## src/rtl/eka_pkg.sv

```systemverilog
// Shared types and constants for the Eka core memory sequencer.
package eka_pkg;

    localparam int unsigned BUS_W = 32;
    localparam logic [BUS_W-1:0] EKA_NOP = 32'h0000_0013;

    typedef enum logic [1:0] {
        FETCH  = 2'd0,
        DECODE = 2'd1,
        DATA   = 2'd2,
        COMMIT = 2'd3
    } eka_seq_state_t;

    // Data-side request captured at decode so it stays stable while the core stalls
    typedef struct packed {
        logic             wr;
        logic [BUS_W-1:0] addr;
        logic [BUS_W-1:0] wdata;
    } eka_data_req_t;

endpackage

```

## src/rtl/eka_bus_watchdog.sv

```systemverilog
// Counts bus wait cycles and aborts a transaction that never gets an ack.
module eka_bus_watchdog #(
    parameter int unsigned TIMEOUT_CYCLES = 0
) (
    input  logic clk,
    input  logic rst_n,
    input  logic wait_active,
    input  logic ack,
    input  logic restart,
    output logic timeout_c,
    output logic bus_err
);

    localparam bit          ENABLE = (TIMEOUT_CYCLES > 0);
    localparam int unsigned CNT_W  = (TIMEOUT_CYCLES > 1) ? $clog2(TIMEOUT_CYCLES) : 1;
    localparam int unsigned LAST   = (TIMEOUT_CYCLES > 0) ? TIMEOUT_CYCLES - 1 : 0;

    logic [CNT_W-1:0] cnt_q;

    // Fires on the TIMEOUT_CYCLES-th consecutive wait cycle
    assign timeout_c = ENABLE && wait_active && !ack && (cnt_q == CNT_W'(LAST));

    always_ff @(posedge clk or negedge rst_n) begin
        if (!rst_n) begin
            cnt_q   <= '0;
            bus_err <= 1'b0;
        end else begin
            if (!ENABLE || restart || ack || !wait_active || timeout_c) begin
                cnt_q <= '0;
            end else begin
                cnt_q <= cnt_q + CNT_W'(1);
            end
            if (timeout_c) begin
                bus_err <= 1'b1;
            end
        end
    end

endmodule

```

## src/rtl/eka_mem_sequencer.sv

```systemverilog
// Time-multiplexes one memory bus between the Eka core's fetch and data ports,
// holding the core in stall until each instruction's bus traffic is done.
module eka_mem_sequencer
    import eka_pkg::*;
#(
    parameter int unsigned      ADDR_WIDTH     = 32,
    parameter logic [BUS_W-1:0] NOP_INST       = EKA_NOP,
    parameter int unsigned      TIMEOUT_CYCLES = 0
) (
    input  logic                  clk,
    input  logic                  reset,
    input  logic [ADDR_WIDTH-1:0] inst_addr,
    output logic [BUS_W-1:0]      instruction,
    output logic                  inst_valid,
    input  logic [BUS_W-1:0]      data_addr,
    input  logic [BUS_W-1:0]      mem_wr_data,
    input  logic                  mem_wr,
    input  logic                  mem_rd,
    output logic [BUS_W-1:0]      mem_rd_data,
    output logic                  data_stall,
    output logic                  bus_req,
    output logic                  bus_wr,
    output logic [BUS_W-1:0]      bus_addr,
    output logic [BUS_W-1:0]      bus_wdata,
    input  logic                  bus_ack,
    input  logic [BUS_W-1:0]      bus_rdata,
    output logic                  bus_err
);

    eka_seq_state_t state, next_state;
    eka_data_req_t  req_q;
    logic [BUS_W-1:0] inst_q;
    logic [BUS_W-1:0] rdata_q;
    logic bus_req_d;
    logic inst_valid_d;
    logic ack_ok;
    logic timeout_c;
    logic mem_op;

    // Acks only count while a request is actually on the bus
    assign ack_ok = bus_req && bus_ack;
    assign mem_op = mem_rd || mem_wr;

    eka_bus_watchdog #(
        .TIMEOUT_CYCLES(TIMEOUT_CYCLES)
    ) u_watchdog (
        .clk        (clk),
        .rst_n      (reset),
        .wait_active(bus_req),
        .ack        (bus_ack),
        .restart    (next_state != state),
        .timeout_c  (timeout_c),
        .bus_err    (bus_err)
    );

    always_ff @(posedge clk or negedge reset) begin
        if (!reset) begin
            state <= FETCH;
        end else begin
            state <= next_state;
        end
    end

    // Next state, plus registered-output values derived from it
    always_comb begin
        next_state   = state;
        bus_req_d    = 1'b0;
        inst_valid_d = 1'b0;
        case (state)
            FETCH:   if (ack_ok || timeout_c) next_state = DECODE;
            DECODE:  next_state = mem_op ? DATA : FETCH;
            DATA:    if (ack_ok || timeout_c) next_state = COMMIT;
            COMMIT:  next_state = FETCH;
            default: next_state = FETCH;
        endcase
        case (next_state)
            FETCH:   bus_req_d = 1'b1;
            DECODE:  inst_valid_d = 1'b1;
            DATA: begin
                bus_req_d    = 1'b1;
                inst_valid_d = 1'b1;
            end
            COMMIT:  inst_valid_d = 1'b1;
            default: bus_req_d = 1'b0;
        endcase
    end

    always_ff @(posedge clk or negedge reset) begin
        if (!reset) begin
            bus_req    <= 1'b0;
            inst_valid <= 1'b0;
            inst_q     <= NOP_INST;
            rdata_q    <= '0;
            req_q      <= '0;
        end else begin
            bus_req    <= bus_req_d;
            inst_valid <= inst_valid_d;
            case (state)
                FETCH: begin
                    if (ack_ok) begin
                        inst_q <= bus_rdata;
                    end else if (timeout_c) begin
                        inst_q <= NOP_INST;
                    end
                end
                DECODE: begin
                    if (mem_op) begin
                        req_q.wr    <= mem_wr;
                        req_q.addr  <= data_addr;
                        req_q.wdata <= mem_wr_data;
                    end
                end
                DATA: begin
                    if (ack_ok) begin
                        if (!req_q.wr) rdata_q <= bus_rdata;
                    end else if (timeout_c) begin
                        rdata_q <= '0;
                    end
                end
                default: ;
            endcase
            // The core sees a NOP until the next fetch returns
            if (next_state == FETCH) begin
                inst_q <= NOP_INST;
            end
        end
    end

    assign instruction = inst_q;
    assign mem_rd_data = rdata_q;
    assign bus_wdata   = req_q.wdata;
    assign bus_wr      = (state == DATA) && req_q.wr;
    assign bus_addr    = (state == DATA) ? req_q.addr : BUS_W'(inst_addr);
    // Decode cycle of a load/store is not a commit edge
    assign data_stall  = (state == DATA) || ((state == DECODE) && mem_op);

endmodule

```

## config.mk

```make
export PLATFORM = sky130hd
export DESIGN_NAME = eka_mem_sequencer
export DESIGN_NICKNAME = d
export VERILOG_FILES = /design/src/rtl/eka_pkg.sv /design/src/rtl/eka_bus_watchdog.sv /design/src/rtl/eka_mem_sequencer.sv
export SDC_FILE = /design/constraint.sdc
export NUM_CORES = 1
export LEC_CHECK = 0
export ABC_AREA = 0
export BUFFER_PORTS_ARGS = -buffer_cell sky130_fd_sc_hd__buf_4
export CAP_MARGIN = 20
export CORE_MARGIN = 2
export CORE_UTILIZATION = 32
export CTS_BUF_LIST = sky130_fd_sc_hd__clkbuf_8 sky130_fd_sc_hd__clkbuf_16
export CTS_CLUSTER_SIZE = 25
export DETAILED_ROUTE_END_ITERATION = 16
export PLACE_DENSITY = 0.57
export RECOVER_POWER = 50
export SETUP_SLACK_MARGIN = 0.1
export SYNTH_ARGS = -nofsm -noshare
export SYNTH_HDL_FRONTEND = slang
export SYNTH_HIERARCHICAL = 1
export SYNTH_SLANG_ARGS = --single-unit
```

## constraint.sdc

```tcl
create_clock -name clk -period 1.75 [get_ports clk]
set_clock_uncertainty 0.1 [all_clocks]
set_input_delay 0 -clock clk [delete_from_list [all_inputs] [get_ports clk]]
set_output_delay 0 -clock clk [all_outputs]
set_load 0.03 [all_outputs]
```

==> metrics.csv <==
stage,metric,value,unit
status,status,"finished, final reports clean",
cells_and_area,layout_commonest_cell,buf_4,
critical_path,slowest_stage,dfrtp_1,
hold_path,hp-class,in -> out,
floorplan,fp.dieH,139,um
routing,viasPerCell,4.81,
timing,hold_viol_final,0,
cells_and_area,final_nets,966,
pwr,powerDensity,1650,nW/um^2
logic_synthesis,synth_area,5810,um^2
clocking,root_buffer,clkbuf_16,
clocking,cts_buffers,17,
clocking,clock_latency,0.41,ns
critical_path,required,1.94,ns
cells_and_area,final_layout_size_suffix_gt1_share,40.1,%
timing,period_share,99.5,%
logic_synthesis,syn_inst,480,
clocking,h-tree-depth,4,
clocking,clk_pin_slew,0.05,ns
logic_synthesis,avgSynthCellArea,12.1,um^2
timing,layout_min_cycle_time,1.74,ns
timing,slew_violations,0,
pwr,leakagePower,4.95,nW
pwr,vdd_drop_max,0.921,mV
flow_run,cap_violations,0,
cells_and_area,utilization,55.7,%
timing,fin_ws,0.00928,ns
floorplan,die_w,139,um
routing,wl_per_cell,18.3,um
routing,vias,5171,
cells_and_area,area_growth_syn_to_layout,71.7,%
critical_path,crit_type,reg -> reg,
routing,drtPass1Iterations,6,
critical_path,crit_chain,"buf_4, nor2b_4, and2_4, buf_6, buf_12, mux2_4",
timing,rsz0062_at_grt,yes,
timing,relSlewSlack,52.7,%
clocking,cts_tree,built,
floorplan,coreArea,17900,um^2
critical_path,worstPathMaxFanout,6,
global_routing,grt_first_pass_wirelength,27700,um
placed_design,dp_worst_setup_slack,0.122,ns
clocking,clock-sinks,133,
global_routing,track_usage,18.2,%
clocking,cts_buffer_depth,2,
routing,drt_iter0_drc,204,
global_routing,grt_start_max_net_pins,49,
placed_design,gp_congestion,0.829,
cells_and_area,fillCellCount,1572,
critical_path,start_kind,flop,
critical_path,crit_arrival,1.93,ns
critical_path,end_kind,flop,
floorplan,num_rows,49,
placed_design,hpwl,11400,um
timing,fmax,574,MHz
routing,wl,19700,um
global_routing,grt_pass1_vias,5212,
cells_and_area,antennaDiodeCount,0,
routing,drc_errors,0,
routing,ant_nets,0,
cells_and_area,layout_common_cells,"buf_4 (142), dfrtp_1 (128), dlygate4sd3_1 (101), clkbuf_1 (98), nand2_1 (57)",
critical_path,slowest_delay,0.42,ns
timing,finalSetupViolCount,0,
global_routing,antenna_found_initial,0,
floorplan,design.die.area,19200,um^2
placed_design,port_buffers,264,
timing,worst_slew_pin_slew,0.709,ns
logic_synthesis,synth_warnings,6,
global_routing,grt_overflow,0,
floorplan,ioPinCount,266,
floorplan,start_util,32.4,%
-- sequential cells by signal, indices dropped and copies added, names as in the netlist --
register     flops
bus_wdata       32
mem_rd_data     32
state            2
req_q           33
bus_req          1
instruction     32
inst_valid       1
-- worst max-delay path: cells and delay by family, from the launching register on --
family / cells / cell delay [ns]
flops: 1 / 0.42
simple gates: 2 / 0.40
buf+inv: 3 / 0.38
mux: 1 / 0.30
-- stage by stage --
step,hold slack (ns),std cells,TNS [ns],area (um^2),power (mW)
floorplan,-0.396,481,0,5820,9.53
global placement,-0.129,917,0,7820,11.6
detailed placement,-0.125,917,0,7820,11.7
CTS,0.212,1053,0,9490,15.7
global route,0.216,1075,-1.18,9970,17.2
finish,0.196,1075,0,9970,16.5
-- final cells by class --
type                    count  area, um^2  area share (%)
inverters                   4        15.0           0.151
clock buffers              19         453            4.54
multi-input cells         275        2370            23.8
clock inverters            13         143            1.43
well taps                 229         287            2.87
repair buffers            402        3370            33.8
flip-flops and latches    133        3330            33.4
-- routing by layer --
layer / vias up / global-route usage, % / part of all wire (%)
li1: 2343 / - / -
met1: 2572 / 20.8 / 40
met2: 222 / 32.0 / 51
met3: 34 / 6.15 / 7.2
met4: 0 / 6.01 / 2.0
met5: - / 0 / 0
-- worst paths after layout --
path	slack (ns)	cells past startpoint	end	from
worst max-delay path	0.009	6	bus_wdata[3]$_DFFE_PN0P_	state[0]$_DFF_PN0_
worst max register to register	0.009	6	bus_wdata[3]$_DFFE_PN0P_	state[0]$_DFF_PN0_
min in group asynchronous	0.64	3	instruction[25]$_DFFE_PN0P_	reset
worst min-delay path	0.20	4	bus_addr[12]	inst_addr[12]
max in group asynchronous	0.20	4	req_q[45]$_DFFE_PN0P_	reset
worst min register to register	0.37	2	instruction[4]$_DFFE_PN1P_	instruction[4]$_DFFE_PN1P_
-- report_power, final --
| part | leakage (nW) | internal [mW] | switching (mW) |
|---|---|---|---|
| sequential | 1.66 | 4.33 | 0.784 |
| clock | 0.300 | 2.28 | 1.30 |
| combinational | 2.98 | 3.29 | 4.47 |
-- timing repair --
action | 4_1_cts | 5_1_grt
pin swaps | 0 | 46
resized for setup | 7 | 145
buffers inserted | 2 | 7
hold buffers | 101 | 0
endpoints found under the setup margin | 34 | 130
hold endpoints to repair | 265 | 0
gates cloned | 1 | 15
Note: power is estimated with default switching activity, not from simulation.
